<file path="src/rtl/apb_irq_ctrl_pkg.sv">
// Shared constants for the APB interrupt controller: register map and id width.
package apb_irq_ctrl_pkg;

    // Register indices, decoded from PADDR[4:2].
    localparam logic [2:0] IER = 3'd0;  // enable mask, RW
    localparam logic [2:0] IPR = 3'd1;  // pending, RO
    localparam logic [2:0] ISP = 3'd2;  // write-1-to-set pending
    localparam logic [2:0] ICP = 3'd3;  // write-1-to-clear pending
    localparam logic [2:0] ISR = 3'd4;  // pending & enable, RO
    localparam logic [2:0] IID = 3'd5;  // current id, RO

    // Width of an interrupt index (up to 32 sources).
    localparam int unsigned IRQ_ID_W = 5;

    // APB data bus width.
    localparam int unsigned APB_DATA_W = 32;

endpackage

</file>
<file path="src/rtl/apb_irq_ctrl_prio_enc.sv">
// Fixed-priority encoder: reports the lowest set bit of the active vector.
// Bit 0 has the highest priority; id is 0 when nothing is active.
module irq_prio_enc
    import apb_irq_ctrl_pkg::*;
#(
    parameter int unsigned NUM_IRQ = 8
) (
    input  logic [NUM_IRQ-1:0]  active,
    output logic                valid,
    output logic [IRQ_ID_W-1:0] id
);

    // Scan upward and keep the first hit only.
    always_comb begin
        valid = 1'b0;
        id    = '0;
        for (int unsigned i = 0; i < NUM_IRQ; i++) begin
            if (active[i] && !valid) begin
                valid = 1'b1;
                id    = IRQ_ID_W'(i);
            end
        end
    end

endmodule

</file>
<file path="src/rtl/apb_irq_ctrl.sv">
// APB interrupt controller: edge-latches level interrupt lines into a pending
// register, masks them with an enable register and presents the
// lowest-numbered active source to the core, which acknowledges by id.
module apb_irq_ctrl
    import apb_irq_ctrl_pkg::*;
#(
    parameter int unsigned APB_ADDR_WIDTH = 12,
    parameter int unsigned NUM_IRQ        = 8
) (
    input  logic                      HCLK,
    input  logic                      HRESET,
    input  logic [APB_ADDR_WIDTH-1:0] PADDR,
    input  logic [31:0]               PWDATA,
    input  logic                      PWRITE,
    input  logic                      PSEL,
    input  logic                      PENABLE,
    output logic [31:0]               PRDATA,
    output logic                      PREADY,
    output logic                      PSLVERR,
    input  logic [NUM_IRQ-1:0]        irq_i,
    output logic                      irq_req_o,
    output logic [IRQ_ID_W-1:0]       irq_id_o,
    input  logic                      irq_ack_i,
    input  logic [IRQ_ID_W-1:0]       irq_ack_id_i
);

    logic [NUM_IRQ-1:0]  ier_q;
    logic [NUM_IRQ-1:0]  ipr_q;
    logic [NUM_IRQ-1:0]  irq_prev_q;

    logic                wr_en;
    logic                rd_en;
    logic [2:0]          reg_idx;
    logic [NUM_IRQ-1:0]  wdata_irq;

    logic [NUM_IRQ-1:0]  edge_set;
    logic [NUM_IRQ-1:0]  sw_set;
    logic [NUM_IRQ-1:0]  sw_clr;
    logic [NUM_IRQ-1:0]  ack_clr;
    logic [NUM_IRQ-1:0]  ipr_next;
    logic [NUM_IRQ-1:0]  active;

    logic                enc_valid;
    logic [IRQ_ID_W-1:0] enc_id;
    logic [31:0]         rdata;

    // Address/data bits outside the register map are not decoded.
    logic                unused_bus_bits;

    assign PREADY  = 1'b1;
    assign PSLVERR = 1'b0;

    assign wr_en     = PSEL && PENABLE && PWRITE;
    assign rd_en     = PSEL && PENABLE && !PWRITE;
    assign reg_idx   = PADDR[4:2];
    assign wdata_irq = PWDATA[NUM_IRQ-1:0];

    assign unused_bus_bits = ^{PADDR, PWDATA};

    assign edge_set = irq_i & ~irq_prev_q;
    assign sw_set   = (wr_en && reg_idx == ISP) ? wdata_irq : '0;
    assign sw_clr   = (wr_en && reg_idx == ICP) ? wdata_irq : '0;

    // Decode the ack id into a one-hot clear mask; ids >= NUM_IRQ match nothing.
    always_comb begin
        ack_clr = '0;
        for (int unsigned k = 0; k < NUM_IRQ; k++) begin
            ack_clr[k] = irq_ack_i && (irq_ack_id_i == IRQ_ID_W'(k));
        end
    end

    // Clear first, then set, so a set event wins over a same-cycle clear.
    assign ipr_next = (ipr_q & ~(sw_clr | ack_clr)) | edge_set | sw_set;

    // Edge-detector history register.
    always_ff @(posedge HCLK or posedge HRESET) begin
        if (HRESET) begin
            irq_prev_q <= '0;
        end else begin
            irq_prev_q <= irq_i;
        end
    end

    // Pending register.
    always_ff @(posedge HCLK or posedge HRESET) begin
        if (HRESET) begin
            ipr_q <= '0;
        end else begin
            ipr_q <= ipr_next;
        end
    end

    // Enable register, written through IER.
    always_ff @(posedge HCLK or posedge HRESET) begin
        if (HRESET) begin
            ier_q <= '0;
        end else if (wr_en && reg_idx == IER) begin
            ier_q <= wdata_irq;
        end
    end

    assign active = ipr_q & ier_q;

    irq_prio_enc #(
        .NUM_IRQ (NUM_IRQ)
    ) u_prio_enc (
        .active (active),
        .valid  (enc_valid),
        .id     (enc_id)
    );

    assign irq_req_o = enc_valid;
    assign irq_id_o  = enc_id;

    // Combinational read mux; idle bus and unmapped indices return 0.
    always_comb begin
        rdata = '0;
        if (rd_en) begin
            case (reg_idx)
                IER:     rdata = 32'(ier_q);
                IPR:     rdata = 32'(ipr_q);
                ISR:     rdata = 32'(active);
                IID:     rdata = 32'(enc_id);
                default: rdata = '0;
            endcase
        end
    end

    assign PRDATA = rdata;

endmodule

</file>
<file path="config.mk">
export PLATFORM = sky130hd
export DESIGN_NAME = apb_irq_ctrl
export DESIGN_NICKNAME = d
export VERILOG_FILES = /design/src/rtl/apb_irq_ctrl_pkg.sv /design/src/rtl/apb_irq_ctrl_prio_enc.sv /design/src/rtl/apb_irq_ctrl.sv
export SDC_FILE = /design/constraint.sdc
export NUM_CORES = 1
export LEC_CHECK = 0
export CORE_MARGIN = 5
export CORE_UTILIZATION = 38
export CTS_CLUSTER_DIAMETER = 80
export CTS_CLUSTER_SIZE = 28
export DETAILED_ROUTE_END_ITERATION = 12
export HOLD_SLACK_MARGIN = 0.05
export PLACE_DENSITY = 0.9
export SYNTH_ARGS = -nofsm -noshare
export SYNTH_HDL_FRONTEND = slang
export SYNTH_SLANG_ARGS = --single-unit
</file>
<file path="constraint.sdc">
create_clock -name HCLK -period 2.2 [get_ports HCLK]
set_input_delay 0.44 -clock HCLK [delete_from_list [all_inputs] [get_ports HCLK]]
set_output_delay 0.44 -clock HCLK [all_outputs]
set_load 0.05 [all_outputs]
</file>
# Yosys cells after proc, flatten, opt, wreduce, memory -nomap -nowiden
# Index checks and enable logic that the tools add are counted.
[word_totals]
reg_bits = 24
inputBits = 63
[classes]
n_eq_ne = 12
n_mux = 19
bitwise = 8
reduce_logical = 31
[ops]
columns = ["cell", "count"]
rows = [
  ["$pmux 8 s4", 1],
  ["$and 8x8->8", 3],
  ["$mux 8", 3],
  ["$or 8x8->8", 3],
  ["$logic_and 1x1->1", 21],
  ["$eq 5x3->1 const B", 4],
  ["$not 8->8", 2],
  ["$mux 3", 4],
  ["$eq 5x2->1 const B", 2],
  ["$mux 1", 9],
  ["$logic_not 1->1", 8],
  ["$eq 3x2->1 const B", 2],
  ["$eq 3x3->1 const B", 2],
  ["$eq 5x1->1 const B", 1],
  ["$logic_not 5->1", 1],
  ["$mux 2", 2],
  ["$eq 3x1->1 const B", 1],
  ["$logic_not 3->1", 1],
]

# Longest topological paths before layout
# Gate-level depths: netlist of run 1.
[logic_depth]
ltp_word = 25
depth_mapped = 6
depth_no_buf = 4

# Hierarchy
# From an unflattened synthesis of run 1, not the netlist that was laid out.
[hier_totals]
hier_cells = 168
hier_area_um2 = 1582.8
[by_module_without_submodules]
columns = ["mod", "instances", "cells_per_inst", "area_per_inst_um2"]
rows = [
  ["apb_irq_ctrl", 1, 151, 1480.2],
  ["irq_prio_enc", 1, 17, 102.6],
]

# Worst setup path after synthesis of run 1
# OpenSTA, ideal clock, no wires.
[synth_path]
path_type = "input -> output"
from = "input PADDR[2]"
to = "output PRDATA[2]"
arrival_ns = 2.749
required_ns = 1.760
slack_ns = -0.989
stages = 5
n_path_buf = 2
cell_sequence = "buf_4 -> nor2b_1 -> buf_2 -> a32oi_1 -> a2111oi_1"
[synth_between]
elab_chain_cells = 3
[synth_lines]
columns = ["element", "line", "text"]
rows = [
  ["start, declared", "apb_irq_ctrl.sv:12", "input logic [APB_ADDR_WIDTH-1:0] PADDR,"],
  ["$eq 3x3->1 (tied with other cells)", "apb_irq_ctrl.sv:119", "case (reg_idx)"],
  ["$pmux 8 s4 (*)", "apb_irq_ctrl.sv:119", ""],
  ["$mux 8 (*)", "apb_irq_ctrl.sv:118", "if (rd_en) begin"],
  ["end, declared", "apb_irq_ctrl.sv:17", "output logic [31:0] PRDATA,"],
]
# Mark *: on every way between the ends. The rest lies on a longest branch, timed or not.

# Final worst setup path of run 1
[layout_path]
from = "input PADDR[4]"
to = "output PRDATA[2]"
# Same word-level chain as after synthesis.

==> results.ini, run 1 <==
[sta]
setup_ws_ns = -0.0188
finalHoldViolCount = 0
setup_viol = 1
slew_viol_final = 0
fin_crit_sh_pct = 101
rsz0062_at_grt = yes
timing.fmax_mhz = 451
fin_tns_setup_ns = -0.0188
fin_crit_ns = 2.22
skew_ns = 0.000792

[placed_design]
gp_congestion = 0.857
dp_hpwl_um = 3270
io_buffers = 41
dp_slack_ns = -0.187

[floorplan]
dieArea_um2 = 5570
fp.dieH_um = 74.7
ios = 103
row_count = 23
initial_core_util_pct = 39.4
die_x_um = 74.7
core_area_um2 = 4030

[finish]
drive_gt1_share_pct = 33.0
fill_cells = 336
syn_to_final_growth_pct = 48.4
antenna_cells = 0
layout_commonest_cell = conb_1
final_cell_mix = 28 x conb_1, 24 x clkdlybuf4s50_1, 23 x dfrtp_1, 22 x buf_4, 12 x buf_12
fin_nets = 277

[cts]
h-tree-depth = 1
hold_buffers = 0
clkLatencyLatePin_ns = 0.26
clkTransAtPathRegs_ns = 0.08
tritoncts = done
root_buffer = clkbuf_8
clock-sinks = 24
numCtsBuffers = 3
max-clock-path-buffers = 2

[worst_setup_path]
cp.required_ns = 1.76
path_class = input port to primary output
arrival_ns = 1.78
cp-start-kind = input port
cp_cell_sequence = dlygate4sd2_1 -> buf_4 -> nand2b_1 -> a32oi_1 -> a2111oi_4 -> buf_12
crit_path_max_incr_delay_ns = 0.45
path_max_fanout = 5
crit_slowest_cell = a2111oi_4
endpoint_kind = primary output

[run_status]
status = finished with violations
violations = setup timing

[logic_synthesis]
synth_xor_area_share_pct = 0
synth-edff-count = 0
synthArstFlopShare_pct = 100
synth_warnings = 0
synth_flop_cell = dfrtp_1
synth-compound-area-share_pct = 19.6
synth_simple_gate_area_share_pct = 20.2
synthCells = 152
synth_area_um2 = 1590
yosysUniqueCellTypes = 37
synth_adder_area_share_pct = 0
yosys.area.top_type = dfrtp_1
synth.avg_cell_area_um2 = 10.5
synth_top_area_share_pct = 37.8
ys_seq_elements = 24
synthMuxAreaShare_pct = 6.30
ys_seq_area_share_pct = 37.8
synth_top_family_by_area = simple AND/OR/NAND/NOR gates
netlist_top_cells_area = dfrtp_1 38%, buf_4 14%, a32oi_1 6.1%

[flow_run]
maxCapViolCount = 0

[drt]
m1WireLength_um = 1720
highest_layer = met4
vias_per_cell = 5.21
vias = 1365
routed_wl_um = 4160
route.detailed.drc = 0
wl_per_cell_um = 15.9
first_pass_iters = 4
final_antenna_net_count = 0
dr_wl_met2_um = 2070
wl_met3_um = 352
drt-initial-drc-count = 53

[grt]
grt_pass1_vias = 1342
grt_antenna_before_repair = 0
grt_start_max_net_pins = 25
grt-ovfl-total = 0
grt_pass1_wl_um = 6340
grt_use_total_pct = 14.7

[power]
ir_drop_mv = 0.323
p_per_area_nw_per_um2 = 608
p_leak_nw = 0.970

[hold_path]
worst_hold_path_type = input port to asynchronous set/reset pin

## synth_stat cells, types with 2 or more instances
| master | n |
|---|---|
| a21oi_1 | 2 |
| a221o_1 | 8 |
| a22oi_1 | 7 |
| a32o_1 | 4 |
| a32oi_1 | 11 |
| buf_2 | 2 |
| buf_4 | 29 |
| conb_1 | 2 |
| dfrtp_1 | 24 |
| inv_1 | 2 |
| mux2_2 | 8 |
| nand2_1 | 7 |
| nand2b_1 | 7 |
| nor2_1 | 7 |
| nor2b_1 | 9 |
| nor3_4 | 2 |
## repair_timing
item | CTS | global route
gates resized for setup | 25 | 2
endpoints found under the setup margin | 8 | 2
buffers inserted | 2 | 1
pin swaps | 4 | 2
## worst max-delay path: cells and delay by family
family                 cells  cell delay (ns)
buffers and inverters      3             0.66
AND/OR/NAND/NOR            1             0.06
AO/OA/AOI/OAI              2             0.61
## metrics by stage
| step | hold slack (ns) | utilization, % | power, mW | cell area [µm²] | cells |
|---|---|---|---|---|---|
| after floorplan | 0.455 | - | 0.953 | 1710 | 178 |
| after CTS | 0.522 | 58.1 | 1.43 | 2340 | 261 |
| after detailed placement | 0.557 | 55.1 | 1.15 | 2220 | 257 |
| final | 0.506 | 58.5 | 1.43 | 2360 | 262 |
| after global routing | 0.545 | 58.5 | 1.50 | 2360 | 262 |
| after global placement | 0.540 | 55.1 | 1.14 | 2220 | 257 |
## cell type report
class | instances | area (µm²) | area share (%)
well taps | 50 | 62.6 | 2.65
inverters | 4 | 17.5 | 0.743
clock buffers | 3 | 41.3 | 1.75
repair buffers | 63 | 689 | 29.2
flip-flops and latches | 24 | 602 | 25.5
multi-input cells | 118 | 946 | 40.1
## flip-flops by register name (all words and copies together) (netlist names)
| name | cells |
|---|---|
| ier_q | 8 |
| ipr_q | 8 |
| irq_prev_q | 8 |
## per-layer routing
| layer | global-route usage, % | vias up |
|---|---|---|
| met1 | 20.2 | 666 |
| li1 | - | 633 |
| met5 | 0 | - |
| met2 | 24.9 | 64 |
| met3 | 2.00 | 2 |
| met4 | 3.16 | 0 |
## worst paths after layout
check	from	end	slack (ns)	cells after the start
min	HRESET	irq_prev_q[3]	0.51	3
max	PADDR[4]	PRDATA[2]	-0.02	6
max in group asynchronous	HRESET	ipr_q[2]	1.44	3
min reg2reg	ier_q[6]	ier_q[6]	0.59	1
max reg2reg	ipr_q[4]	ipr_q[4]	1.24	2
min in group HCLK	ier_q[6]	ier_q[6]	0.59	1
## logic make-up (layout without fill, tap and decap cells)
kind of cell	after synthesis	in the layout
multiplexers	9	9
AND/OR/NAND/NOR	45	45
other	2	28
flip-flops	24	24
buffers and inverters	36	70
AO/OA/AOI/OAI	36	36
## report_power, final
| group | switching, mW | internal [mW] |
|---|---|---|
| Sequential | 0.0473 | 0.486 |
| Clock | 0.134 | 0.122 |
| Combinational | 0.374 | 0.271 |
No activity file was read; power rests on OpenSTA's default activity.
==> run 2: changes to the inputs <==
Settings changed: CORE_UTILIZATION 38 to 34, CTS_BUF_LIST set to sky130_fd_sc_hd__clkbuf_4 sky130_fd_sc_hd__clkbuf_8, PLACE_DENSITY 0.9 to 0.85.
Clock period 2.2 ns to 2 ns, I/O delays scaled along.
==> results.ini, run 2 (synthesis gave the netlist of run 1 again) <==
[placed_design]
gp_congestion = 0.854
dp_hpwl_um = 3430
dp_slack_ns = -0.339
io_buffers = 41
dp.cells = 268

[finish]
layout_commonest_cell = buf_4
syn_to_final_growth_pct = 62.4
fill_cells = 371
fin_nets = 296
seqCellArea_um2 = 601
drive_gt1_share_pct = 42.7
fin_cells = 284
reg_top3 = ier_q: 8 flops, ipr_q: 8 flops, irq_prev_q: 8 flops
multi_input_area_um2 = 986
antenna_cells = 0
final_cell_mix = 37 x buf_4, 28 x conb_1, 24 x dfrtp_1, 23 x clkdlybuf4s50_1, 11 x buf_12

[grt]
grt_pass1_vias = 1565
grt-busiest-layer = met2
grt_antenna_before_repair = 0
grt_util_met3_pct = 2.75
globalRouteMet2Util_pct = 28.1
use_met1_pct = 18.3
grt_use_total_pct = 15.1
grt_pass1_wl_um = 7530
grt-ovfl-total = 0
grt_start_max_net_pins = 25

[cts]
clock-sinks = 24
h-tree-depth = 1
hold_buffers = 0
numCtsBuffers = 3
tritoncts = done
clkLatencyLatePin_ns = 0.26
clkTransAtPathRegs_ns = 0.08
max-clock-path-buffers = 2
root_buffer = clkbuf_8

[floorplan]
initial_core_util_pct = 35.8
core_area_um2 = 4440
ios = 103
die_x_um = 78.4
row_count = 24
dieArea_um2 = 6140
fp.dieH_um = 78.4

[sta]
slew_viol_final = 0
finalHoldViolCount = 0
setup_ws_ns = -0.161
setup_viol = 4
rsz0062_at_grt = yes
fin_crit_ns = 2.16
fin_crit_sh_pct = 108
worst_slew_pin_slew_ns = 0.661
maxSlewHeadroom_pct = 55.7
timing.fmax_mhz = 463
skew_ns = 0.00302

[drt]
wl_per_cell_um = 16.1
routed_wl_um = 4570
vias = 1457
final_antenna_net_count = 0
route.detailed.drc = 0
first_pass_iters = 4
vias_per_cell = 5.13
drt-initial-drc-count = 69

[worst_setup_path]
path_class = register to primary output
cp.required_ns = 1.60
path_max_fanout = 2
endpoint_kind = primary output
arrival_ns = 1.76
cp-start-kind = register

[hold_path]
worst_hold_path_type = input port to asynchronous set/reset pin

[power]
p_leak_nw = 1.11
p_per_area_nw_per_um2 = 719
ir_drop_mv = 0.340

[run_status]
violations = setup timing
status = finished with violations

[flow_run]
maxCapViolCount = 0

==> run 2: path summary, 6_finish.rpt <==
check                          from            end  slack, ns  depth (start not counted)
max reg2reg                ipr_q[4]       ipr_q[4]       0.92                          3
min                          HRESET  irq_prev_q[2]       0.47                          3
min reg2reg                ier_q[6]       ier_q[6]       0.59                          1
min in group HCLK          irq_i[7]  irq_prev_q[7]       0.59                          1
max in group asynchronous    HRESET       ipr_q[4]       1.30                          3
max                        ier_q[4]      PRDATA[2]      -0.16                          5
==> run 2: repair_timing <==
item | in CTS | in global routing
cloned | 0 | 0
setup buffers | 12 | 2
setup endpoints to repair | 18 | 11
resized for setup | 33 | 12
pin swaps | 10 | 5
==> run 2: worst max-delay path, stage by stage, from the launching register on <==
cell and delay, ns:
dfrtp_1 0.36, a22o_1 0.18, and3b_2 0.24, nand3b_4 0.17
a2111oi_4 0.37, buf_12 0.19
==> run 2: per-layer routing <==
layer / up-vias / routed length (µm)
met5: - / 0
met4: 0 / 29
met3: 4 / 295
met2: 61 / 2380
met1: 720 / 1870
li1: 672 / -
==> run 2: per-stage QoR <==
step	utilization, %	cell area (µm²)	setup TNS [ns]	power [mW]	hold slack, ns
after floorplan	-	1710	-0.248	1.05	0.415
after global placement	51.3	2280	-4.73	1.28	0.539
after detailed placement	51.3	2280	-5.48	1.29	0.559
after CTS	57.3	2550	-0.496	1.84	0.475
after global routing	58.1	2580	-0.722	1.94	0.527
final	58.1	2580	-0.304	1.86	0.469
==> run 2: area by class of cell <==
cell class | count | area share (%)
clock buffer | 3 | 1.60
sequential | 24 | 23.3
multi-input combinational | 118 | 38.2
inverter | 4 | 0.679
clock inverter | 1 | 1.16
tap | 52 | 2.52
timing repair buffer | 82 | 32.6
==> run 2: where the power goes <==
group | leakage [nW] | switching, mW | internal (mW)
clock | 0.0357 | 0.149 | 0.267
combinational | 0.805 | 0.463 | 0.401
sequential | 0.269 | 0.0420 | 0.534
total | 1.11 | 0.654 | 1.20
